--- config.mk ---
export PLATFORM = sky130hd
export DESIGN_NAME = jtpopeye_dwnld_router
export DESIGN_NICKNAME = d
export VERILOG_FILES = /design/src/rtl/jtpopeye_dwnld_router.sv
export SDC_FILE = /design/constraint.sdc
export NUM_CORES = 1
export LEC_CHECK = 0
export CORE_ASPECT_RATIO = 0.8
export CORE_MARGIN = 2
export CORE_UTILIZATION = 44
export DETAILED_ROUTE_END_ITERATION = 10
export GPL_TIMING_DRIVEN = 0
export PLACE_DENSITY = 0.69
export SETUP_SLACK_MARGIN = 0.05
export SYNTH_ARGS = -nofsm -noshare
export SYNTH_HDL_FRONTEND = slang
export SYNTH_SLANG_ARGS = --single-unit
--- constraint.sdc ---
create_clock -name i_clk -period 4.5 [get_ports i_clk]
set_input_delay 0.9 -clock i_clk [delete_from_list [all_inputs] [get_ports i_clk]]
set_output_delay 0.9 -clock i_clk [all_outputs]
set_load 0.05 [all_outputs]
--- src/rtl/jtpopeye_dwnld_router.sv ---
// jtpopeye_dwnld_router
//   Routes the ioctl download byte stream to the game's ROM stores. Bytes below PROM_START
//   become SDRAM programming requests (word address plus active-low byte-lane mask) held
//   until the SDRAM acknowledges them, with one extra byte of buffering behind the live
//   request. Bytes from PROM_START upwards are decoded into one-hot PROM write pulses.
//   Also produces a download-done pulse and sticky range/overflow error flags.
//
// Optional feature macro: JTPOPEYE_DWNLD_CHKSUM_EN
//   Defined   : o_chksum is a running 16-bit sum of every accepted byte.
//   Undefined : o_chksum is tied to zero.
//
// Ports
//   i_clk, i_rst_n            download clock, asynchronous active-low reset
//   i_downloading             download window
//   i_ioctl_addr/data/wr      byte address, byte data, one-cycle byte strobe
//   o_prog_addr/data/mask/we  SDRAM request (or PROM offset/data during a PROM pulse)
//   i_prog_ack                SDRAM accepted the current request
//   o_prom_we                 one-hot PROM write pulse
//   o_dwnld_done              one-cycle pulse after the download window closes
//   o_err_range, o_err_ovf    sticky error flags, cleared when a new download opens
//   o_chksum                  running byte sum
module jtpopeye_dwnld_router #(
  parameter int unsigned   AW         = 22,
  parameter logic [AW-1:0] PROM_START = AW'(32'h10000),
  parameter int unsigned   PROM_CNT   = 6,
  parameter int unsigned   PROM_AW    = 11
) (
  input  logic                i_clk,
  input  logic                i_rst_n,
  input  logic                i_downloading,
  input  logic [AW-1:0]       i_ioctl_addr,
  input  logic [7:0]          i_ioctl_data,
  input  logic                i_ioctl_wr,
  output logic [AW-1:0]       o_prog_addr,
  output logic [7:0]          o_prog_data,
  output logic [1:0]          o_prog_mask,
  output logic                o_prog_we,
  input  logic                i_prog_ack,
  output logic [PROM_CNT-1:0] o_prom_we,
  output logic                o_dwnld_done,
  output logic                o_err_range,
  output logic                o_err_ovf,
  output logic [15:0]         o_chksum
);

  localparam int unsigned   IdxW     = AW - PROM_AW;
  localparam logic [AW-1:0] PromSpan = AW'(PROM_CNT) << PROM_AW;

  typedef enum logic [0:0] {StIdle, StReq} state_t;

  // Input decode
  logic                w_acc;
  logic [AW-1:0]       w_rel;
  logic                w_is_prom;
  logic                w_prom_ok;
  logic                w_sd_byte;
  logic                w_range;
  logic [PROM_CNT-1:0] w_prom_hit;
  logic [AW-1:0]       w_new_addr;
  logic [1:0]          w_new_mask;

  assign w_acc      = i_ioctl_wr && i_downloading;
  assign w_rel      = i_ioctl_addr - PROM_START;
  assign w_is_prom  = i_ioctl_addr >= PROM_START;
  assign w_prom_ok  = w_acc && w_is_prom && (w_rel < PromSpan);
  assign w_sd_byte  = w_acc && !w_is_prom;
  assign w_range    = w_acc && w_is_prom && !(w_rel < PromSpan);
  assign w_new_addr = {1'b0, i_ioctl_addr[AW-1:1]};
  assign w_new_mask = i_ioctl_addr[0] ? 2'b01 : 2'b10;

  always_comb begin
    w_prom_hit = '0;
    for (int i = 0; i < PROM_CNT; i++) begin
      w_prom_hit[i] = w_prom_ok && (w_rel[AW-1:PROM_AW] == IdxW'(i));
    end
  end

  // PROM pulse registers
  logic [PROM_CNT-1:0] r_prom_we;
  logic [PROM_AW-1:0]  r_prom_off;
  logic [7:0]          r_prom_data;

  always_ff @(posedge i_clk or negedge i_rst_n) begin
    if (!i_rst_n) begin
      r_prom_we   <= '0;
      r_prom_off  <= '0;
      r_prom_data <= '0;
    end else begin
      r_prom_we <= w_prom_hit;
      if (w_prom_ok) begin
        r_prom_off  <= w_rel[PROM_AW-1:0];
        r_prom_data <= i_ioctl_data;
      end
    end
  end

  // SDRAM request FSM with a one-entry holding buffer
  state_t        r_state;
  logic [AW-1:0] r_req_addr;
  logic [7:0]    r_req_data;
  logic [1:0]    r_req_mask;
  logic          r_buf_vld;
  logic [AW-1:0] r_buf_addr;
  logic [7:0]    r_buf_data;
  logic [1:0]    r_buf_mask;
  logic          w_ack;
  logic          w_ovf;

  // The PROM pulse borrows the shared address/data bus, so an ack seen then is not ours.
  assign w_ack = i_prog_ack && (r_state == StReq) && (r_prom_we == '0);
  assign w_ovf = w_sd_byte && (r_state == StReq) && !w_ack && r_buf_vld;

  always_ff @(posedge i_clk or negedge i_rst_n) begin
    if (!i_rst_n) begin
      r_state    <= StIdle;
      r_req_addr <= '0;
      r_req_data <= '0;
      r_req_mask <= 2'b11;
      r_buf_vld  <= 1'b0;
      r_buf_addr <= '0;
      r_buf_data <= '0;
      r_buf_mask <= 2'b11;
    end else begin
      unique case (r_state)
        StIdle: begin
          if (w_sd_byte) begin
            r_req_addr <= w_new_addr;
            r_req_data <= i_ioctl_data;
            r_req_mask <= w_new_mask;
            r_state    <= StReq;
          end
        end
        StReq: begin
          if (w_ack) begin
            if (r_buf_vld) begin
              // Buffered byte issues; a simultaneous new byte takes its place.
              r_req_addr <= r_buf_addr;
              r_req_data <= r_buf_data;
              r_req_mask <= r_buf_mask;
              if (w_sd_byte) begin
                r_buf_addr <= w_new_addr;
                r_buf_data <= i_ioctl_data;
                r_buf_mask <= w_new_mask;
              end else begin
                r_buf_vld <= 1'b0;
              end
            end else if (w_sd_byte) begin
              // New byte passes straight through the (empty) buffer.
              r_req_addr <= w_new_addr;
              r_req_data <= i_ioctl_data;
              r_req_mask <= w_new_mask;
            end else begin
              r_req_mask <= 2'b11;
              r_state    <= StIdle;
            end
          end else if (w_sd_byte && !r_buf_vld) begin
            r_buf_vld  <= 1'b1;
            r_buf_addr <= w_new_addr;
            r_buf_data <= i_ioctl_data;
            r_buf_mask <= w_new_mask;
          end
        end
        default: r_state <= StIdle;
      endcase
    end
  end

  // Download window edges and sticky flags
  logic r_dl;
  logic r_done;
  logic r_err_range;
  logic r_err_ovf;
  logic w_rise;

  assign w_rise = i_downloading && !r_dl;

  always_ff @(posedge i_clk or negedge i_rst_n) begin
    if (!i_rst_n) begin
      r_dl        <= 1'b0;
      r_done      <= 1'b0;
      r_err_range <= 1'b0;
      r_err_ovf   <= 1'b0;
    end else begin
      r_dl        <= i_downloading;
      r_done      <= r_dl && !i_downloading;
      r_err_range <= (r_err_range && !w_rise) || w_range;
      r_err_ovf   <= (r_err_ovf && !w_rise) || w_ovf;
    end
  end

`ifdef JTPOPEYE_DWNLD_CHKSUM_EN
  logic [15:0] r_chksum;

  // Every accepted byte counts, including ones later dropped.
  always_ff @(posedge i_clk or negedge i_rst_n) begin
    if (!i_rst_n) begin
      r_chksum <= '0;
    end else begin
      r_chksum <= (w_rise ? 16'h0 : r_chksum) + (w_acc ? {8'h0, i_ioctl_data} : 16'h0);
    end
  end

  assign o_chksum = r_chksum;
`else
  assign o_chksum = 16'h0;
`endif

  // Outputs
  assign o_prog_addr  = (r_prom_we != '0) ? {{IdxW{1'b0}}, r_prom_off} : r_req_addr;
  assign o_prog_data  = (r_prom_we != '0) ? r_prom_data : r_req_data;
  assign o_prog_mask  = r_req_mask;
  assign o_prog_we    = (r_state == StReq);
  assign o_prom_we    = r_prom_we;
  assign o_dwnld_done = r_done;
  assign o_err_range  = r_err_range;
  assign o_err_ovf    = r_err_ovf;

endmodule
==> impl_metrics.tcl <==
set metrics [dict create \
    outcome "completed" \
    p_int_uw 1593 \
    drc 0 \
    setup.worst_path.start_class "flop" \
    ys_top_cells_by_area "dfrtp_1, a21oi_1, mux2_4, mux2i_1, nand2_1" \
    timing.final.crit_share 0.9208 \
    critPathKind "flop to output pin" \
    ctsRootBufferMaster "clkbuf_16" \
    clk_pin_slew_ns 0.06 \
    min_from "r_prom_off[2]" \
    min_period_ns 4.143 \
    max_cap_viol_count 0 \
    layout-drive-gt1-share 0.1726 \
    cp_num_buf_inv 3 \
    io_pins 93 \
    antenna_found_initial 0 \
    synth_compound_area_frac 0.09340 \
    die_height_um 95.14 \
    syn_inst 426 \
    hold_end "r_prom_off[2]" \
    synth_xor_area_frac 0.003835 \
    required_ns 3.60 \
    vdd_drop_max_mv 0.2224 \
    crit_top_cell "nand2_1" \
    arrival_ns 3.24 \
    core_area_um2 10200 \
    rr_startpoint "o_prom_we[1]" \
    min_path_cells 1 \
    clockBufferDepth 2 \
    routed_wl_mm 11.32 \
    ys_types 42 \
    swShare 0.2878 \
    ant_nets 0 \
    grt_max_degree 56 \
    pwr-share-clk 0.389 \
    finClkSkew_ns 0.006878 \
    multiInputGateArea_um2 1979 \
    grt_pass1_vias 3463 \
    synth_top_area_frac 0.4930 \
    worstMarginPinSlew_ns 0.7914 \
    grt-ovfl-total 0 \
    via_per_inst 5.196 \
    first_iter_violations 267 \
    nNetsFinal 565 \
    yosysTopAreaCell "dfrtp_1" \
    place_congestion 0.8225 \
    grt_pass1_wl_mm 18.37 \
    setup_viol 0 \
    place_area_um2 5568 \
    cp_slowest_cell "clkdlybuf4s50_1" \
    yosys_warnings 0 \
    cts_setup_buffers 0 \
    synth_fa_ha_area_frac 0.005478 \
    die_x_um 117.9 \
    slowest_delay_ns 0.79 \
    diodes 0 \
    vias 3497 \
    ctsHoldBuffers 0 \
    initial_core_util 0.4479 \
    power_density_nw_per_um2 378.1 \
    p_sw_uw 643.9 \
    rsz0062_at_grt "no" \
    seqPwrFrac 0.413 \
    end_kind "output pin" \
    path_max_fanout 10 \
    fin_util 0.5802 \
    numPortBuffers 75 \
    r2r_slack_ns 1.89 \
    synth_edf_count 0 \
    cts_buffers 9 \
    hold_viol_final 0 \
    slew-limit-headroom 0.4724 \
    regArea_um2 2357 \
    area_delta_synth_final_pct 29.53 \
    firstDrtPassIters 4 \
    syn_area_per_cell_um2 10.72 \
    rows 33 \
    p_comb_frac 0.198 \
    yosys.area_share.simple 0.1317 \
    h-tree-depth 3 \
    routedWlPerCell_um 16.81 \
    path_cells "nor4_4 > and2_1 > clkbuf_1 > clkbuf_2 > nand2_1 > nand2_1 > clkdlybuf4s50_1" \
    async_flop_share 1.000 \
    cts.sinks 94 \
    max_freq_mhz 241.3 \
    die_area_um2 11220 \
    tns_ns 0 \
    synth_seq_cells 94 \
    seq_area_frac_synth 0.5160 \
    tritoncts "built" \
    dpl.hpwl_mm 7.894 \
    fillCellCount 912 \
    fin_area_um2 5917 \
    hold_class "flop to flop" \
    drv_slew 0 \
    grt_usage 0.2096 \
    syn-cell-area_um2 4568 \
    synthFlopType "dfrtp_1" \
    power.leakage_uw 0.003052 \
    r2r_cells 7 \
    synth_top_family_by_area "multiplexers" \
    path_delay_family "buffers and inverters" \
    r2r_end "r_buf_addr[11]" \
    synth.area.mux_share 0.1838 \
    clk_latency_ns 0.34 \
]
## cells in the mapped netlist (3+ instances only)
cell      number
nand2_1       72
nor4_1         4
mux2_2        20
clkbuf_1      16
mux2_1         3
nor3b_1        4
buf_2          4
and3_1        12
mux2i_1       28
nor3_1         3
nand2b_1       4
dfrtp_1       90
o21ai_0        9
nor2_1        10
and2_1         7
mux2_4        20
buf_4         17
a21oi_1       62
dfstp_2        4
nand3_1        3
inv_1          6
## worst max path at each step
stage,slack (ns),startpoint,to,cells past startpoint
finish,0.36,o_prom_we[1],o_prog_addr[10],7
global route,0.19,o_prom_we[1],o_prog_addr[7],7
CTS,0.21,o_prom_we[1],o_prog_addr[10],7
detailed placement,0.42,o_prom_we[1],o_prog_addr[10],7
global placement,-0.91,i_rst_n,r_prom_off[7],1
floorplan,1.45,o_prom_we[1],o_prog_addr[10],6
## cells in the final DEF, fill, tap and decap left out, types with 4 or more instances in the layout
cell type         n
a21oi_1          62
dfstp_2           4
nor2_1           10
and2_1            7
mux2_2           20
nand2_1          72
dfrtp_1          90
inv_1             6
mux2i_1          28
clkbuf_1         16
nand2b_1          4
buf_4            18
o21ai_0           9
buf_2             4
and3_1           12
clkdlybuf4s50_1  74
nor3b_1           4
conb_1           16
nor4_1            4
clkbuf_16         9
mux2_4           20
## layer usage
metal	up-vias	routed length [um]	GRT usage
met3	11	632	0.04067
met5	-	0	0
met1	1730	5169	0.2852
met2	116	5447	0.3527
met4	0	68	0.04618
li1	1640	-	-
## per-stage QoR
stage,setup slack (ns),std cells,total power (uW),hold slack (ns)
after global routing,0.1919,673,2314,0.5170
final,0.3565,673,2237,0.4924
after CTS,0.2119,673,2250,0.4936
after floorplan,1.452,441,1211,0.4492
after detailed placement,0.4219,657,1382,0.4740
after global placement,-0.9123,656,1371,0.4626
## power by group through the flow
stage / sequential [uW] / clock (uW) / combinational, uW
final: 924 / 871 / 442
after global routing: 930 / 913 / 471
after detailed placement: 939 / 0 / 443
after floorplan: 953 / 0 / 258
after CTS: 924 / 881 / 445
after global placement: 936 / 0 / 434
## kinds of logic after synthesis
group           Yosys count
buf+inv                  48
compound gates           80
other cells               1
mux                      71
simple gates            128
flops                    94
fa+ha+maj                 2
xor+xnor                  2
## timing repair
action | CTS | global route
resized for setup | 1 | 2
pin swaps | 0 | 0
endpoints found under the setup margin | 2 | 7
hold endpoints to repair | 0 | 0
## flip-flops by register name, summed over array words and instances (netlist names), 2 cells and up
register	count
r_prom_data	8
r_buf_addr	21
o_prom_we	6
r_req_addr	22
r_req_data	8
o_prog_mask	2
r_prom_off	11
r_buf_mask	2
r_buf_data	8
## cell type report
type	count	share of cell area
multi-input combinational	299	0.3345
sequential	94	0.3984
inverter	6	0.003806
clock buffer	10	0.03870
clock inverter	6	0.01861
timing repair buffer	76	0.1298
buffer	42	0.04652
tap	140	0.02960
Power figures use the tool's default switching activity.
